### src/rtl/unified_mem_arbiter_if.sv
// Bus bundle between the core ports, the arbiter and the unified memory.
// The arbiter takes the slave view; the core/memory side takes the master view.
interface unified_mem_arbiter_if #(
  parameter int ADDR_W = 64,
  parameter int DATA_W = 64
);
  logic              if_req;
  logic [ADDR_W-1:0] if_addr;
  logic [31:0]       if_rdata;
  logic              if_rdy;

  logic              d_req;
  logic              d_we;
  logic [ADDR_W-1:0] d_addr;
  logic [DATA_W-1:0] d_wdata;
  logic [DATA_W-1:0] d_rdata;
  logic              d_rdy;

  logic              mem_en;
  logic              mem_we;
  logic [ADDR_W-1:0] mem_addr;
  logic [DATA_W-1:0] mem_wdata;
  logic [DATA_W-1:0] mem_rdata;
  logic              mem_valid;

  logic              err;

  modport slave (
    input  if_req, if_addr, d_req, d_we, d_addr, d_wdata, mem_rdata, mem_valid,
    output if_rdata, if_rdy, d_rdata, d_rdy, mem_en, mem_we, mem_addr, mem_wdata, err
  );

  modport master (
    output if_req, if_addr, d_req, d_we, d_addr, d_wdata, mem_rdata, mem_valid,
    input  if_rdata, if_rdy, d_rdata, d_rdy, mem_en, mem_we, mem_addr, mem_wdata, err
  );
endinterface

### src/rtl/unified_mem_arbiter.sv
// Shares one single-port memory between instruction fetch and load/store,
// one transaction at a time, with starvation protection and a response watchdog.
module unified_mem_arbiter #(
  parameter int ADDR_W     = 64,
  parameter int DATA_W     = 64,
  parameter int STARVE_MAX = 4,
  parameter int TIMEOUT    = 16
) (
  input logic                  CLK,
  input logic                  resetl,
  unified_mem_arbiter_if.slave bus
);

  localparam logic [1:0] IDLE  = 2'd0;
  localparam logic [1:0] ISSUE = 2'd1;
  localparam logic [1:0] WAIT  = 2'd2;
  localparam logic [1:0] RESP  = 2'd3;

  localparam int SW = $clog2(STARVE_MAX + 2);
  localparam int TW = $clog2(TIMEOUT + 1);
  localparam logic [SW-1:0] STARVE_LIM = SW'(STARVE_MAX);
  localparam logic [TW-1:0] WD_LAST    = TW'(TIMEOUT - 1);

  logic [1:0]        state_q, state_d;
  logic              win_data_q, win_data_d;
  logic              is_store_q, is_store_d;
  logic [SW-1:0]     starve_q, starve_d;
  logic [TW-1:0]     wd_q, wd_d;
  logic              err_q, err_d;
  logic              mem_en_q, mem_en_d;
  logic              mem_we_q, mem_we_d;
  logic [ADDR_W-1:0] mem_addr_q, mem_addr_d;
  logic [DATA_W-1:0] mem_wdata_q, mem_wdata_d;
  logic [31:0]       if_rdata_q, if_rdata_d;
  logic              if_rdy_q, if_rdy_d;
  logic [DATA_W-1:0] d_rdata_q, d_rdata_d;
  logic              d_rdy_q, d_rdy_d;
  logic              grant_data;

  always_comb begin
    state_d     = state_q;
    win_data_d  = win_data_q;
    is_store_d  = is_store_q;
    starve_d    = starve_q;
    wd_d        = wd_q;
    err_d       = err_q;
    mem_en_d    = 1'b0;
    mem_we_d    = 1'b0;
    mem_addr_d  = mem_addr_q;
    mem_wdata_d = mem_wdata_q;
    if_rdata_d  = if_rdata_q;
    if_rdy_d    = 1'b0;
    d_rdata_d   = d_rdata_q;
    d_rdy_d     = 1'b0;
    grant_data  = 1'b0;

    case (state_q)
      IDLE: begin
        if (bus.if_req || bus.d_req) begin
          // Data wins a tie unless fetch has already been passed over STARVE_MAX times.
          grant_data  = bus.d_req && !(bus.if_req && (starve_q == STARVE_LIM));
          win_data_d  = grant_data;
          is_store_d  = grant_data && bus.d_we;
          mem_en_d    = 1'b1;
          mem_we_d    = grant_data && bus.d_we;
          mem_addr_d  = grant_data ? bus.d_addr : bus.if_addr;
          mem_wdata_d = grant_data ? bus.d_wdata : '0;
          if (!grant_data) begin
            starve_d = '0;
          end else if (bus.if_req && (starve_q != STARVE_LIM)) begin
            starve_d = starve_q + 1'b1;
          end
          state_d = ISSUE;
        end
      end

      ISSUE: begin
        wd_d    = '0;
        state_d = WAIT;
      end

      WAIT: begin
        if (bus.mem_valid) begin
          state_d = RESP;
          if (win_data_q) begin
            d_rdata_d = is_store_q ? '0 : bus.mem_rdata;
            d_rdy_d   = 1'b1;
          end else begin
            if_rdata_d = bus.mem_rdata[31:0];
            if_rdy_d   = 1'b1;
          end
        end else if (wd_q == WD_LAST) begin
          // Hung memory: complete with zero data so the core keeps running.
          state_d = RESP;
          err_d   = 1'b1;
          if (win_data_q) begin
            d_rdata_d = '0;
            d_rdy_d   = 1'b1;
          end else begin
            if_rdata_d = '0;
            if_rdy_d   = 1'b1;
          end
        end else begin
          wd_d = wd_q + 1'b1;
        end
      end

      RESP: begin
        state_d = IDLE;
      end

      default: begin
        state_d = IDLE;
      end
    endcase
  end

  always_ff @(posedge CLK or negedge resetl) begin
    if (!resetl) begin
      state_q     <= IDLE;
      win_data_q  <= 1'b0;
      is_store_q  <= 1'b0;
      starve_q    <= '0;
      wd_q        <= '0;
      err_q       <= 1'b0;
      mem_en_q    <= 1'b0;
      mem_we_q    <= 1'b0;
      mem_addr_q  <= '0;
      mem_wdata_q <= '0;
      if_rdata_q  <= '0;
      if_rdy_q    <= 1'b0;
      d_rdata_q   <= '0;
      d_rdy_q     <= 1'b0;
    end else begin
      state_q     <= state_d;
      win_data_q  <= win_data_d;
      is_store_q  <= is_store_d;
      starve_q    <= starve_d;
      wd_q        <= wd_d;
      err_q       <= err_d;
      mem_en_q    <= mem_en_d;
      mem_we_q    <= mem_we_d;
      mem_addr_q  <= mem_addr_d;
      mem_wdata_q <= mem_wdata_d;
      if_rdata_q  <= if_rdata_d;
      if_rdy_q    <= if_rdy_d;
      d_rdata_q   <= d_rdata_d;
      d_rdy_q     <= d_rdy_d;
    end
  end

  assign bus.mem_en    = mem_en_q;
  assign bus.mem_we    = mem_we_q;
  assign bus.mem_addr  = mem_addr_q;
  assign bus.mem_wdata = mem_wdata_q;
  assign bus.if_rdata  = if_rdata_q;
  assign bus.if_rdy    = if_rdy_q;
  assign bus.d_rdata   = d_rdata_q;
  assign bus.d_rdy     = d_rdy_q;
  assign bus.err       = err_q;

endmodule
### src/flat_wrapper.sv
// flat-port wrapper written by rule: the top's interface ports become plain ports
module unified_mem_arbiter_flat 
#(
  parameter int ADDR_W     = 64,
  parameter int DATA_W     = 64,
  parameter int STARVE_MAX = 4,
  parameter int TIMEOUT    = 16
)
  (CLK, resetl, bus_if_req, bus_if_addr, bus_d_req, bus_d_we, bus_d_addr, bus_d_wdata, bus_mem_rdata, bus_mem_valid, bus_if_rdata, bus_if_rdy, bus_d_rdata, bus_d_rdy, bus_mem_en, bus_mem_we, bus_mem_addr, bus_mem_wdata, bus_err);
  unified_mem_arbiter_if #(.ADDR_W(ADDR_W), .DATA_W(DATA_W)) bus_i ();
  input logic CLK;
  input logic resetl;
  input wire logic [$bits(bus_i.if_req)-1:0] bus_if_req;
  input wire logic [$bits(bus_i.if_addr)-1:0] bus_if_addr;
  input wire logic [$bits(bus_i.d_req)-1:0] bus_d_req;
  input wire logic [$bits(bus_i.d_we)-1:0] bus_d_we;
  input wire logic [$bits(bus_i.d_addr)-1:0] bus_d_addr;
  input wire logic [$bits(bus_i.d_wdata)-1:0] bus_d_wdata;
  input wire logic [$bits(bus_i.mem_rdata)-1:0] bus_mem_rdata;
  input wire logic [$bits(bus_i.mem_valid)-1:0] bus_mem_valid;
  output wire logic [$bits(bus_i.if_rdata)-1:0] bus_if_rdata;
  output wire logic [$bits(bus_i.if_rdy)-1:0] bus_if_rdy;
  output wire logic [$bits(bus_i.d_rdata)-1:0] bus_d_rdata;
  output wire logic [$bits(bus_i.d_rdy)-1:0] bus_d_rdy;
  output wire logic [$bits(bus_i.mem_en)-1:0] bus_mem_en;
  output wire logic [$bits(bus_i.mem_we)-1:0] bus_mem_we;
  output wire logic [$bits(bus_i.mem_addr)-1:0] bus_mem_addr;
  output wire logic [$bits(bus_i.mem_wdata)-1:0] bus_mem_wdata;
  output wire logic [$bits(bus_i.err)-1:0] bus_err;
  assign bus_i.if_req = bus_if_req;
  assign bus_i.if_addr = bus_if_addr;
  assign bus_i.d_req = bus_d_req;
  assign bus_i.d_we = bus_d_we;
  assign bus_i.d_addr = bus_d_addr;
  assign bus_i.d_wdata = bus_d_wdata;
  assign bus_i.mem_rdata = bus_mem_rdata;
  assign bus_i.mem_valid = bus_mem_valid;
  assign bus_if_rdata = bus_i.if_rdata;
  assign bus_if_rdy = bus_i.if_rdy;
  assign bus_d_rdata = bus_i.d_rdata;
  assign bus_d_rdy = bus_i.d_rdy;
  assign bus_mem_en = bus_i.mem_en;
  assign bus_mem_we = bus_i.mem_we;
  assign bus_mem_addr = bus_i.mem_addr;
  assign bus_mem_wdata = bus_i.mem_wdata;
  assign bus_err = bus_i.err;
  unified_mem_arbiter #(.ADDR_W(ADDR_W), .DATA_W(DATA_W), .STARVE_MAX(STARVE_MAX), .TIMEOUT(TIMEOUT)) u_core (.CLK(CLK), .resetl(resetl), .bus(bus_i));
endmodule
### config.mk
export PLATFORM = sky130hd
export DESIGN_NAME = unified_mem_arbiter_flat
export DESIGN_NICKNAME = d
export VERILOG_FILES = /design/src/rtl/unified_mem_arbiter_if.sv /design/src/rtl/unified_mem_arbiter.sv /design/src/flat_wrapper.sv
export SDC_FILE = /design/constraint.sdc
export NUM_CORES = 1
export LEC_CHECK = 0
export BUFFER_PORTS_ARGS = -buffer_cell sky130_fd_sc_hd__buf_2
export CORE_AREA = 2 2 193 195
export DETAILED_ROUTE_END_ITERATION = 10
export DIE_AREA = 0 0 195 197
export GPL_ROUTABILITY_DRIVEN = 0
export PLACE_DENSITY = 0.56
export SLEW_MARGIN = 20
export SYNTH_ARGS = -nofsm -noshare
export SYNTH_HDL_FRONTEND = slang
export SYNTH_SLANG_ARGS = --single-unit
### constraint.sdc
create_clock -name CLK -period 4.2 [get_ports CLK]
set_input_delay 0.42 -clock CLK [delete_from_list [all_inputs] [get_ports CLK]]
set_output_delay 0.42 -clock CLK [all_outputs]
set_load 0.02 [all_outputs]
==> summary.txt, run 1 <==
Worst setup path
  • Worst EP arrival: 3.13 ns
  • Crit path launch type: register
  • Worst setup path class: register to register
  • CP max FO: 33
  • Setup crit end kind: register
  • Required @ worst endpoint: between 4 and 5 ns

Clock tree
  • Total setup buffers inserted after CTS: 0
  • Root Buffer: clkbuf_16
  • Clock sinks: 241
  • Insertion delay of the later-clocked pin in the worst-skew pair: ~0.56 ns
  • Total CTS buffers: 29
  • CTS tree: yes
  • CTS Buffer Depth: 3
  • Reg clk slew, reported paths: about 0.06 ns
  • H-tree Lvls: 1

Die
  • Row count: 70
  • Starting Density: 27.51%
  • Die area: 0.03842 sq mm
  • Chip width: 195 microns
  • # IOs: roughly 490
  • Die H: ~200 microns
  • Total core area: between 0.03 and 0.04 sq mm

Yosys
  • Synth Area in Adders: 0.8781%
  • FFs w/ async S/R, synth: between 90% and 100%
  • Mux cell area share after synthesis: less than 1%
  • EDFF count, synth: 0
  • Syn Nets: around 1,300
  • Avg Inst Size Synth: 9.945 sq um
  • Mapped Cells: ~1,000
  • Post-synthesis compound-gate area fraction: between 15 and 20%
  • Largest family of logic cells by synthesized area: compound AO/OA/AOI/OAI gates
  • Post-synthesis xor/xnor area fraction: less than 1%
  • Yosys reg bits: around 240
  • Top cells by area, synth: dfrtp_1, nand2_1, o21ai_0, a22o_1, o211ai_1
  • Post-Synth Simple-Gate Area: between 10% and 20%
  • Synth warn: 0
  • Top cell type's share of synthesized area: 60.46%
  • Post-synthesis cell type count: 31
  • Register area share after synthesis: 60.46%
  • Synth Cell Area: around 0.01 sq mm
  • Main flop type after synthesis: dfrtp_1
  • Dominant cell type by area after synthesis: dfrtp_1

Global routing
  • GR Overflow Total: 0
  • Vias in the first global route: 9,311
  • Global Route Usage Sum: around 18%
  • Initial antenna violation count: 13
  • Largest net degree at the start of global routing: 130
  • Global-route wire length before repair: 54,480 microns

Detailed routing
  • DRC errors left: 0
  • Via density: around 4.8
  • Antenna-violating nets left: 0
  • Post-Route WL: between 30,000 and 40,000 microns
  • Via count: around 9,300
  • DR pass1 iterations: 4
  • Initial drt markers: 315
  • DR WL/cell: ~18 microns

Placed design
  • Half-perimeter wire length after placement: approximately 25,000 microns
  • IO Port Bufs: 490
  • Dpl ws: between 1 and 1.5 ns
  • Dpl cell area: 0.01283 sq mm

STA
  • Worst setup margin: between 1 and 1.5 ns
  • Relative slew slack: 32.87%
  • Fmax: 363.2 MHz
  • TNS Setup: 0 ns
  • Slew @ Worst Pin: about 1.0 ns
  • RSZ-0062 raised after global routing: no
  • Final setup fails: 0
  • Setup Skew: ~0.011 ns
  • Final period util: between 60 and 70%
  • Final Max Slew Viols: 0
  • Final Hold Viols: 0
  • Fin crit period: ~2.8 ns

Finish
  • # nets final: 1,717
  • Most common cell after layout, fill and taps aside: buf_2
  • Layout cells sized above 1: 37.97%
  • Most frequent cells in the layout: buf_2, nand2_1, dfrtp_1, o21ai_0, a22o_1
  • Finished Cell Area: between 0.01 and 0.015 sq mm
  • Layout overhead on the synthesized area: 38.32%

Power and ir drop
  • LEAKAGE: approximately 7 nW
  • Peak supply drop: 0.3240 mV
  • Pwr per Cell Area: 798.9 mW/mm^2
  • Pwr Total: 11.02 mW

Outcome
  • Status: complete, no violations

Run
  • Max-cap check violation count: 0

Min path
  • HP Class: primary input to register
metal layers:
metal | part of all wire [%] | GRT usage [%] | vias up
li1 | - | - | 4422
met1 | 41 | 22.56 | 4390
met2 | 47 | 29.31 | 410
met3 | 9.3 | 5.938 | 63
met4 | 2.5 | 5.485 | 16
met5 | 0.29 | 0 | -
synthesized netlist by cell type (3+ instances only):
cell type / count
a22o_1: 66
buf_1: 7
buf_2: 18
clkbuf_1: 66
dfrtp_1: 241
ha_1: 7
inv_1: 10
nand2_1: 291
nand2b_1: 3
nand3_1: 7
nand4_1: 64
o211ai_1: 65
o21ai_0: 135
power by group:
group	total (mW)	internal [mW]	switching [mW]	leakage, nW
Sequential	3.88	3.34	0.539	3.10
Combinational	4.74	1.57	3.16	3.47
Clock	2.41	1.42	0.989	0.440
Total	11.0	6.33	4.69	7.02
final timing paths:
path	depth (start not counted)	start	slack (ns)	end
max in group asynchronous	4	resetl	2.76	u_core.bus.d_rdata[54]
min reg2reg	2	u_core.bus.d_rdata[15]	0.47	u_core.bus.d_rdata[15]
min	2	bus_d_wdata[7]	0.07	u_core.bus.mem_wdata[7]
min in group asynchronous	2	resetl	0.31	u_core.bus.mem_addr[51]
max reg2reg	7	u_core.wd_q[0]	1.45	u_core.bus.if_rdata[9]
max	7	u_core.wd_q[0]	1.45	u_core.bus.if_rdata[9]
through the flow:
| stage | instances | hold WS [ns] | utilization (%) |
|---|---|---|---|
| 2_1_floorplan | 1003 | 0.1244 | - |
| 3_3_place_gp | 1883 | 0.4579 | 35.37 |
| 3_5_place_dp | 1883 | 0.4658 | 35.38 |
| 4_1_cts | 1933 | 0.005885 | 37.89 |
| 5_1_grt | 1936 | 0.04982 | 38.00 |
| 6_report | 1943 | 0.07077 | 38.05 |
layout make-up:
type	instances	area (sq um)
Fill cell	3742	22460
Sequential cell	241	6031
Multi-Input combinational cell	659	3558
Timing Repair Buffer	507	2650
Clock buffer	43	828.3
Tap cell	468	585.6
Clock inverter	7	83.83
Inverter	10	40.04
Antenna cell	8	20.02
registers in the layout (all words and copies together) (netlist names):
| signal | count |
|---|---|
| u_core.bus.mem_addr | 64 |
| u_core.is_store_q | 1 |
| u_core.bus.mem_we | 1 |
| u_core.starve_q | 3 |
| u_core.win_data_q | 1 |
| u_core.wd_q | 5 |
| u_core.bus.err | 1 |
| u_core.bus.mem_wdata | 64 |
| u_core.bus.if_rdy | 1 |
| u_core.bus.d_rdy | 1 |
| u_core.bus.if_rdata | 32 |
| u_core.bus.d_rdata | 64 |
| u_core.bus.mem_en | 1 |
| u_core.state_q | 2 |
what timing repair did:
item | in CTS | in global routing
endpoints found under the setup margin | 0 | 0
hold buffers | 0 | 1
endpoints found under the hold margin | 0 | 32
gates resized for setup | 0 | 0
cell families (layout without fill, tap and decap cells):
| family | Yosys count | in the layout |
|---|---|---|
| other | 0 | 8 |
| AOI/OAI and AO/OA | 274 | 274 |
| and+or+nand+nor | 376 | 376 |
| xor gates and xnor gates | 1 | 1 |
| adders and majority gates | 7 | 7 |
| muxes | 1 | 1 |
| buffers and inverters | 103 | 567 |
| DFF | 241 | 241 |
critical path: stages, from the launching register on:
cell	delay (ns)
dfrtp_1	0.40
ha_1	0.21
and3_1	0.18
ha_1	0.26
o21ai_2	0.12
buf_4	0.32
or2_1	0.82
o21ai_0	0.24
Power figures use the tool's default switching activity.
==> run 2: changes to the inputs <==
--- a/config.mk
+++ b/config.mk
@@ -6,11 +6,11 @@
 export NUM_CORES = 1
 export LEC_CHECK = 0
 export BUFFER_PORTS_ARGS = -buffer_cell sky130_fd_sc_hd__buf_2
-export CORE_AREA = 2 2 193 195
+export CORE_AREA = 2 2 190 192
 export DETAILED_ROUTE_END_ITERATION = 10
-export DIE_AREA = 0 0 195 197
+export DIE_AREA = 0 0 192 194
 export GPL_ROUTABILITY_DRIVEN = 0
-export PLACE_DENSITY = 0.56
+export PLACE_DENSITY = 0.58
 export SLEW_MARGIN = 20
 export SYNTH_ARGS = -nofsm -noshare
 export SYNTH_HDL_FRONTEND = slang
==> constraint.sdc (replaced) <==
create_clock -name CLK -period 2.9 [get_ports CLK]
set_input_delay 0.29 -clock CLK [delete_from_list [all_inputs] [get_ports CLK]]
set_output_delay 0.29 -clock CLK [all_outputs]
set_load 0.02 [all_outputs]
==> summary.txt, run 2 (synthesis gave the netlist of run 1 again) <==
Placed design
  • IO Port Bufs: 490 (unchanged)
  • Half-perimeter wire length after placement: 25,900 microns (+2.1%)
  • Dpl cell area: 0.01293 sq mm (+0.77%)

STA
  • RSZ-0062 raised after global routing: no
  • Final period util: 86.25% (+21 points)
  • Relative slew slack: 49.68% (+17 points)
  • Final setup fails: 0 (unchanged)
  • Final Max Slew Viols: 0 (unchanged)
  • TNS Setup: 0 ns (unchanged)
  • Final Hold Viols: 0 (unchanged)
  • Fin crit period: 2.501 ns (-0.2518 ns)
  • Slew @ Worst Pin: 0.7547 ns (-0.2523 ns)
  • Setup Skew: 0.02160 ns (+0.01049 ns)
  • Fmax: 399.8 MHz (+10%)

Clock tree
  • CTS tree: yes
  • Total CTS buffers: 28 (-3.4%)
  • H-tree Lvls: 1 (unchanged)
  • Resized Gates After CTS: 0 (unchanged)
  • Root Buffer: clkbuf_16
  • Reg clk slew, reported paths: 0.06 ns (about the same)
  • Clock sinks: 241 (unchanged)
  • Insertion delay of the later-clocked pin in the worst-skew pair: 0.55 ns (about the same)
  • CTS Buffer Depth: 3 (unchanged)

Detailed routing
  • Via density: 4.782 (about the same)
  • Post-Route WL: 37,350 microns (+5.1%)
  • Antenna-violating nets left: 0 (unchanged)
  • DR pass1 iterations: 5 (+1)
  • DR WL/cell: 17.63 microns (-3.6%)
  • DRC errors left: 0 (unchanged)
  • Initial drt markers: 421 (+34%)
  • Via count: 10,130 (+9.0%)

Worst setup path
  • CP max stage cell: dlygate4sd3_1
  • R2R depth: 8 (+1)
  • Crit path launch type: register
  • Worst EP arrival: 2.99 ns (-0.14 ns)
  • RR Endpoint: u_core.bus.mem_addr[12]
  • Required @ worst endpoint: 3.39 ns (-1.19 ns)
  • Critical path, cell by cell: inv_1 -> ha_2 -> o21ai_4 -> inv_2 -> buf_4 -> nand2_1 -> o211ai_1 -> dlygate4sd3_1
  • Setup crit end kind: register
  • Critical R2R Launch: u_core.state_q[1]
  • Worst path max stage delay: 0.57 ns (-0.25 ns)
  • CP max FO: 32 (-3.0%)
  • Worst setup path class: register to register
  • Worst reg2reg setup slack: 0.40 ns (-1.05 ns)

Min path
  • Hold Crit Depth: 3 (+1)
  • Hold Path Origin: bus_if_addr[22]
  • HP Class: primary input to register
  • WHS Endpoint: u_core.bus.mem_addr[22]

Finish
  • Layout overhead on the synthesized area: 57.06%
  • Most common cell after layout, fill and taps aside: buf_2
  • # nets final: 1,904 (+11%)
  • Fillers: 3,382 (-9.6%)
  • Most frequent cells in the layout: buf_2, nand2_1, dfrtp_1, dlygate4sd3_1, o21ai_0
  • Finished Cell Area: 0.01567 sq mm (+14%)
  • Layout cells sized above 1: 34.34% (-3.6 points)

Die
  • Row count: 69 (-1.4%)
  • Die H: 194 microns (-1.5%)
  • Die area: 0.03725 sq mm (-3.0%)
  • # IOs: 491 (unchanged)
  • Starting Density: 28.32% (+0.81 points)
  • Total core area: 0.03522 sq mm (-2.9%)
  • Chip width: 192 microns (-1.5%)

Global routing
  • Initial antenna violation count: 5 (-8)
  • Global-route wire length before repair: 57,400 microns (+5.4%)
  • GR Overflow Total: 0 (unchanged)
  • Largest net degree at the start of global routing: 131 (+0.77%)
  • Vias in the first global route: 10,310 (+11%)
  • Global Route Usage Sum: 19.34% (+1.4 points)

Power and ir drop
  • LEAKAGE: 7.824 nW (+11%)
  • Pwr per Cell Area: 1042 mW/mm^2 (+30%)
  • Peak supply drop: 0.5677 mV (+75%)

Run
  • Max-cap check violation count: 0 (unchanged)

Outcome
  • Status: complete, no violations
[run 2: metal layers]
layer	global-route usage (%)	vias up	routed length, microns
met5	0	-	13
met1	23.14	4836	14510
met3	4.597	61	3233
met2	33.57	450	18420
li1	-	4785	-
met4	7.068	2	1175
[run 2: layout make-up]
class / instances / area (sq um) / share of cell area, %
Inverter: 10 / 37.54 / 0.2396
Clock buffer: 36 / 770.7 / 4.920
Multi-Input combinational cell: 659 / 3558 / 22.71
Timing Repair Buffer: 695 / 4544 / 29.01
Antenna cell: 4 / 10.01 / 0.06389
Sequential cell: 241 / 6031 / 38.50
Tap cell: 461 / 576.8 / 3.682
Clock inverter: 13 / 137.6 / 0.8785
[run 2: worst max-delay path by stage]
stage,start,to,slack (ns),cells after the start
global placement,u_core.wd_q[0],u_core.state_q[1],0.77,6
finish,u_core.state_q[1],u_core.bus.mem_addr[12],0.40,8
CTS,u_core.state_q[0],u_core.bus.mem_addr[12],0.43,8
global route,u_core.state_q[0],u_core.bus.mem_addr[12],0.20,8
floorplan,u_core.wd_q[0],u_core.wd_q[3],0.89,7
detailed placement,u_core.wd_q[0],u_core.state_q[1],0.76,6
[run 2: power by group]
group | internal, mW | switching, mW | total [mW] | leakage, nW
sequential | 4.83 | 0.776 | 5.61 | 3.10
combinational | 2.54 | 4.73 | 7.26 | 4.28
clock | 2.05 | 1.41 | 3.46 | 0.442
total | 9.41 | 6.92 | 16.3 | 7.82
[run 2: metrics by stage]
stage	utilization (%)	setup WS (ns)	std cells	hold WS, ns	power, mW
2_1_floorplan	-	0.8929	1003	-0.005591	9.857
3_3_place_gp	36.70	0.7727	1884	0.3738	12.60
3_5_place_dp	36.70	0.7567	1884	0.3812	12.75
4_1_cts	44.45	0.4267	2115	0.00008871	16.51
5_1_grt	44.47	0.1969	2118	0.009887	17.41
6_report	44.48	0.3986	2119	0.01929	16.33
[run 2: worst max-delay path, delay by kind of cell, from the launching register on]
family	cells	cell delay [ns]
adders and majority gates	1	0.22
AOI/OAI and AO/OA	2	0.23
and+or+nand+nor	1	0.08
DFF	1	0.39
buffers and inverters	4	1.50
[run 2: repair_timing]
action,in CTS,in global routing
setup buffers,0,0
hold endpoints to repair,282,0
hold buffers,182,0
==> run 3: changes to the inputs <==
--- a/config.mk
+++ b/config.mk
@@ -6,11 +6,11 @@
 export NUM_CORES = 1
 export LEC_CHECK = 0
 export BUFFER_PORTS_ARGS = -buffer_cell sky130_fd_sc_hd__buf_2
-export CORE_AREA = 2 2 190 192
+export CORE_AREA = 2 2 191 193
 export DETAILED_ROUTE_END_ITERATION = 10
-export DIE_AREA = 0 0 192 194
+export DIE_AREA = 0 0 193 195
 export GPL_ROUTABILITY_DRIVEN = 0
-export PLACE_DENSITY = 0.58
+export PLACE_DENSITY = 0.57
 export SLEW_MARGIN = 20
 export SYNTH_ARGS = -nofsm -noshare
 export SYNTH_HDL_FRONTEND = slang
==> constraint.sdc (replaced) <==
create_clock -name CLK -period 2.5 [get_ports CLK]
set_input_delay 0.25 -clock CLK [delete_from_list [all_inputs] [get_ports CLK]]
set_output_delay 0.25 -clock CLK [all_outputs]
set_load 0.02 [all_outputs]
==> summary.txt, run 3 (synthesis gave the netlist of run 1 again) <==
Worst setup path
  • Worst reg2reg setup slack: 0.16 ns (-0.24 ns)
  • Setup crit end kind: register
  • Required @ worst endpoint: 2.92 ns (-0.47 ns)
  • R2R depth: 7 (-1)
  • Crit path capture: u_core.bus.mem_addr[20]
  • Critical path origin: u_core.starve_q[0]
  • Worst setup path class: register to register
  • Critical R2R Launch: u_core.starve_q[0]
  • RR Endpoint: u_core.bus.mem_addr[20]
  • CP max FO: 40 (+25%)
  • Crit path launch type: register
  • Worst EP arrival: 2.76 ns (-0.23 ns)

Power and ir drop
  • Pwr per Cell Area: 1225 mW/mm^2 (+17%)
  • Peak supply drop: 0.6861 mV (+21%)
  • LEAKAGE: 8.187 nW (+4.6%)

STA
  • Final period util: 93.61% (+7.4 points)
  • RSZ-0062 raised after global routing: no
  • Relative slew slack: 61.43% (+12 points)
  • Final Max Slew Viols: 0 (unchanged)
  • Slew @ Worst Pin: 0.5786 ns (-0.1761 ns)
  • Setup Skew: 0.01758 ns (-0.004021 ns)
  • TNS Setup: 0 ns (unchanged)
  • Fmax: 427.3 MHz (+6.9%)
  • Worst setup margin: 0.1599 ns (-0.2388 ns)
  • Final Hold Viols: 0 (unchanged)
  • Final setup fails: 0 (unchanged)
  • Fin crit period: 2.340 ns (-0.1612 ns)

Die
  • Total core area: 0.03540 sq mm (+0.49%)
  • Die area: 0.03764 sq mm (+1.0%)
  • Chip width: 193 microns (+0.52%)
  • Row count: 69 (unchanged)
  • # IOs: 491 (unchanged)
  • Starting Density: 28.18% (-0.14 points)
  • Die H: 195 microns (+0.52%)

Detailed routing
  • Post-Route WL: 39,460 microns (+5.7%)
  • DRC errors left: 0 (unchanged)
  • DR WL/cell: 18.01 microns (+2.2%)
  • DR pass1 iterations: 5 (unchanged)
  • Initial drt markers: 405 (-3.8%)
  • Via density: 4.806 (+0.50%)
  • Antenna-violating nets left: 0 (unchanged)
  • Via count: 10,530 (+3.9%)

Finish
  • Layout Utilization: 46.53% (+2.0 points)
  • Fin cells: 2,191 (+3.4%)
  • Layout overhead on the synthesized area: 65.10%
  • # nets final: 1,975 (+3.7%)
  • Finished Cell Area: 0.01647 sq mm (+5.1%)
  • Fillers: 3,316 (-2.0%)
  • Area of the multi-input gates: 0.003570 sq mm (+0.32%)
  • Layout cells sized above 1: 32.95% (-1.4 points)
  • Register area: 0.006031 sq mm (unchanged)
  • Most common cell after layout, fill and taps aside: buf_2
  • Most frequent cells in the layout: buf_2, nand2_1, dlygate4sd3_1, dfrtp_1, o21ai_0

Clock tree
  • Total CTS buffers: 28 (unchanged)
  • CTS Buffer Depth: 3 (unchanged)
  • Reg clk slew, reported paths: 0.06 ns (about the same)
  • Clock sinks: 241 (unchanged)
  • H-tree Lvls: 1 (unchanged)
  • Total setup buffers inserted after CTS: 0 (unchanged)
  • Root Buffer: clkbuf_16
  • CTS tree: yes
  • Insertion delay of the later-clocked pin in the worst-skew pair: 0.56 ns (about the same)

Placed design
  • Dpl cell area: 0.01294 sq mm (+0.14%)
  • Dpl ws: 0.3610 ns (-0.3957 ns)
  • IO Port Bufs: 490 (unchanged)
  • Half-perimeter wire length after placement: 25,520 microns (-1.5%)
  • Dpl cells: 1,883 (-0.053%)

Min path
  • HP Class: primary input to register

Run
  • Max-cap check violation count: 0 (unchanged)

Outcome
  • Status: complete, no violations

Global routing
  • Global Route Usage Sum: 19.61% (+0.28 points)
  • GR Overflow Total: 0 (unchanged)
  • Initial antenna violation count: 6 (+1)
  • Vias in the first global route: 10,650 (+3.3%)
  • Largest net degree at the start of global routing: 130 (-0.76%)
  • Global-route wire length before repair: 58,920 microns (+2.6%)
run 3: changes by cell type in the layout (fill, tap and decap cells not counted), sizes merged:
| cell | previous run | this run |
|---|---|---|
| inv | 10 | 12 |
| clkinvlp | 3 | 2 |
| clkbuf | 36 | 42 |
| clkinv | 8 | 6 |
| diode | 4 | 3 |
| buf | 513 | 512 |
| dlygate4sd3 | 182 | 251 |
run 3: layer usage:
layer	global-route usage [%]	vias to the layer above	wire length (microns)
met1	23.69	5006	15450
met2	33.39	498	18770
met3	4.439	90	3450
met5	0	-	37
met4	8.389	6	1748
li1	-	4931	-
run 3: what timing repair did:
item,in CTS,in global routing
setup endpoints to repair,0,57
hold buffers,251,0
hold endpoints to repair,279,0
resized for setup,0,3
run 3: power by group:
| part | switching [mW] | leakage, nW | total, mW | internal (mW) |
|---|---|---|---|---|
| combinational | 5.73 | 4.64 | 9.52 | 3.79 |
| clock | 1.70 | 0.446 | 4.10 | 2.40 |
| sequential | 0.943 | 3.10 | 6.54 | 5.60 |
| total | 8.38 | 8.19 | 20.2 | 11.8 |
run 3: how the worst min path moves through the flow:
stage	slack, ns	end	cells after the start	from
global route	0.02	u_core.bus.mem_addr[27]	3	bus_d_addr[27]
detailed placement	0.25	u_core.bus.mem_addr[49]	1	resetl
global placement	0.24	u_core.bus.mem_addr[56]	1	resetl
finish	0.03	u_core.bus.mem_addr[27]	3	bus_d_addr[27]
floorplan	-0.05	u_core.bus.d_rdata[0]	0	resetl
CTS	0.001	u_core.bus.mem_addr[27]	3	bus_d_addr[27]
run 3: area by class of cell:
class | count | share of cell area [%]
diodes | 3 | 0.04559
multi-input cells | 659 | 21.68
repair buffers | 766 | 32.35
inverters | 10 | 0.2431
clock buffers | 39 | 4.749
well taps | 461 | 3.503
clock inverters | 12 | 0.8129
flip-flops and latches | 241 | 36.62
run 3: worst max-delay path, cell delays in order, from the launching register on:
cell and delay [ns]:
dfrtp_1 0.37, inv_1 0.08, ha_1 0.23, nand3_2 0.13, and2_4 0.36, buf_12 0.26, o211ai_1 0.16, dlygate4sd3_1 0.59
run 3: per-stage QoR:
| step | hold slack [ns] | power [mW] |
|---|---|---|
| after global placement | 0.2425 | 14.63 |
| after floorplan | -0.04559 | 11.43 |
| after global routing | 0.01765 | 21.43 |
| after detailed placement | 0.2456 | 14.80 |
| final | 0.02873 | 20.17 |
| after CTS | 0.001212 | 20.05 |
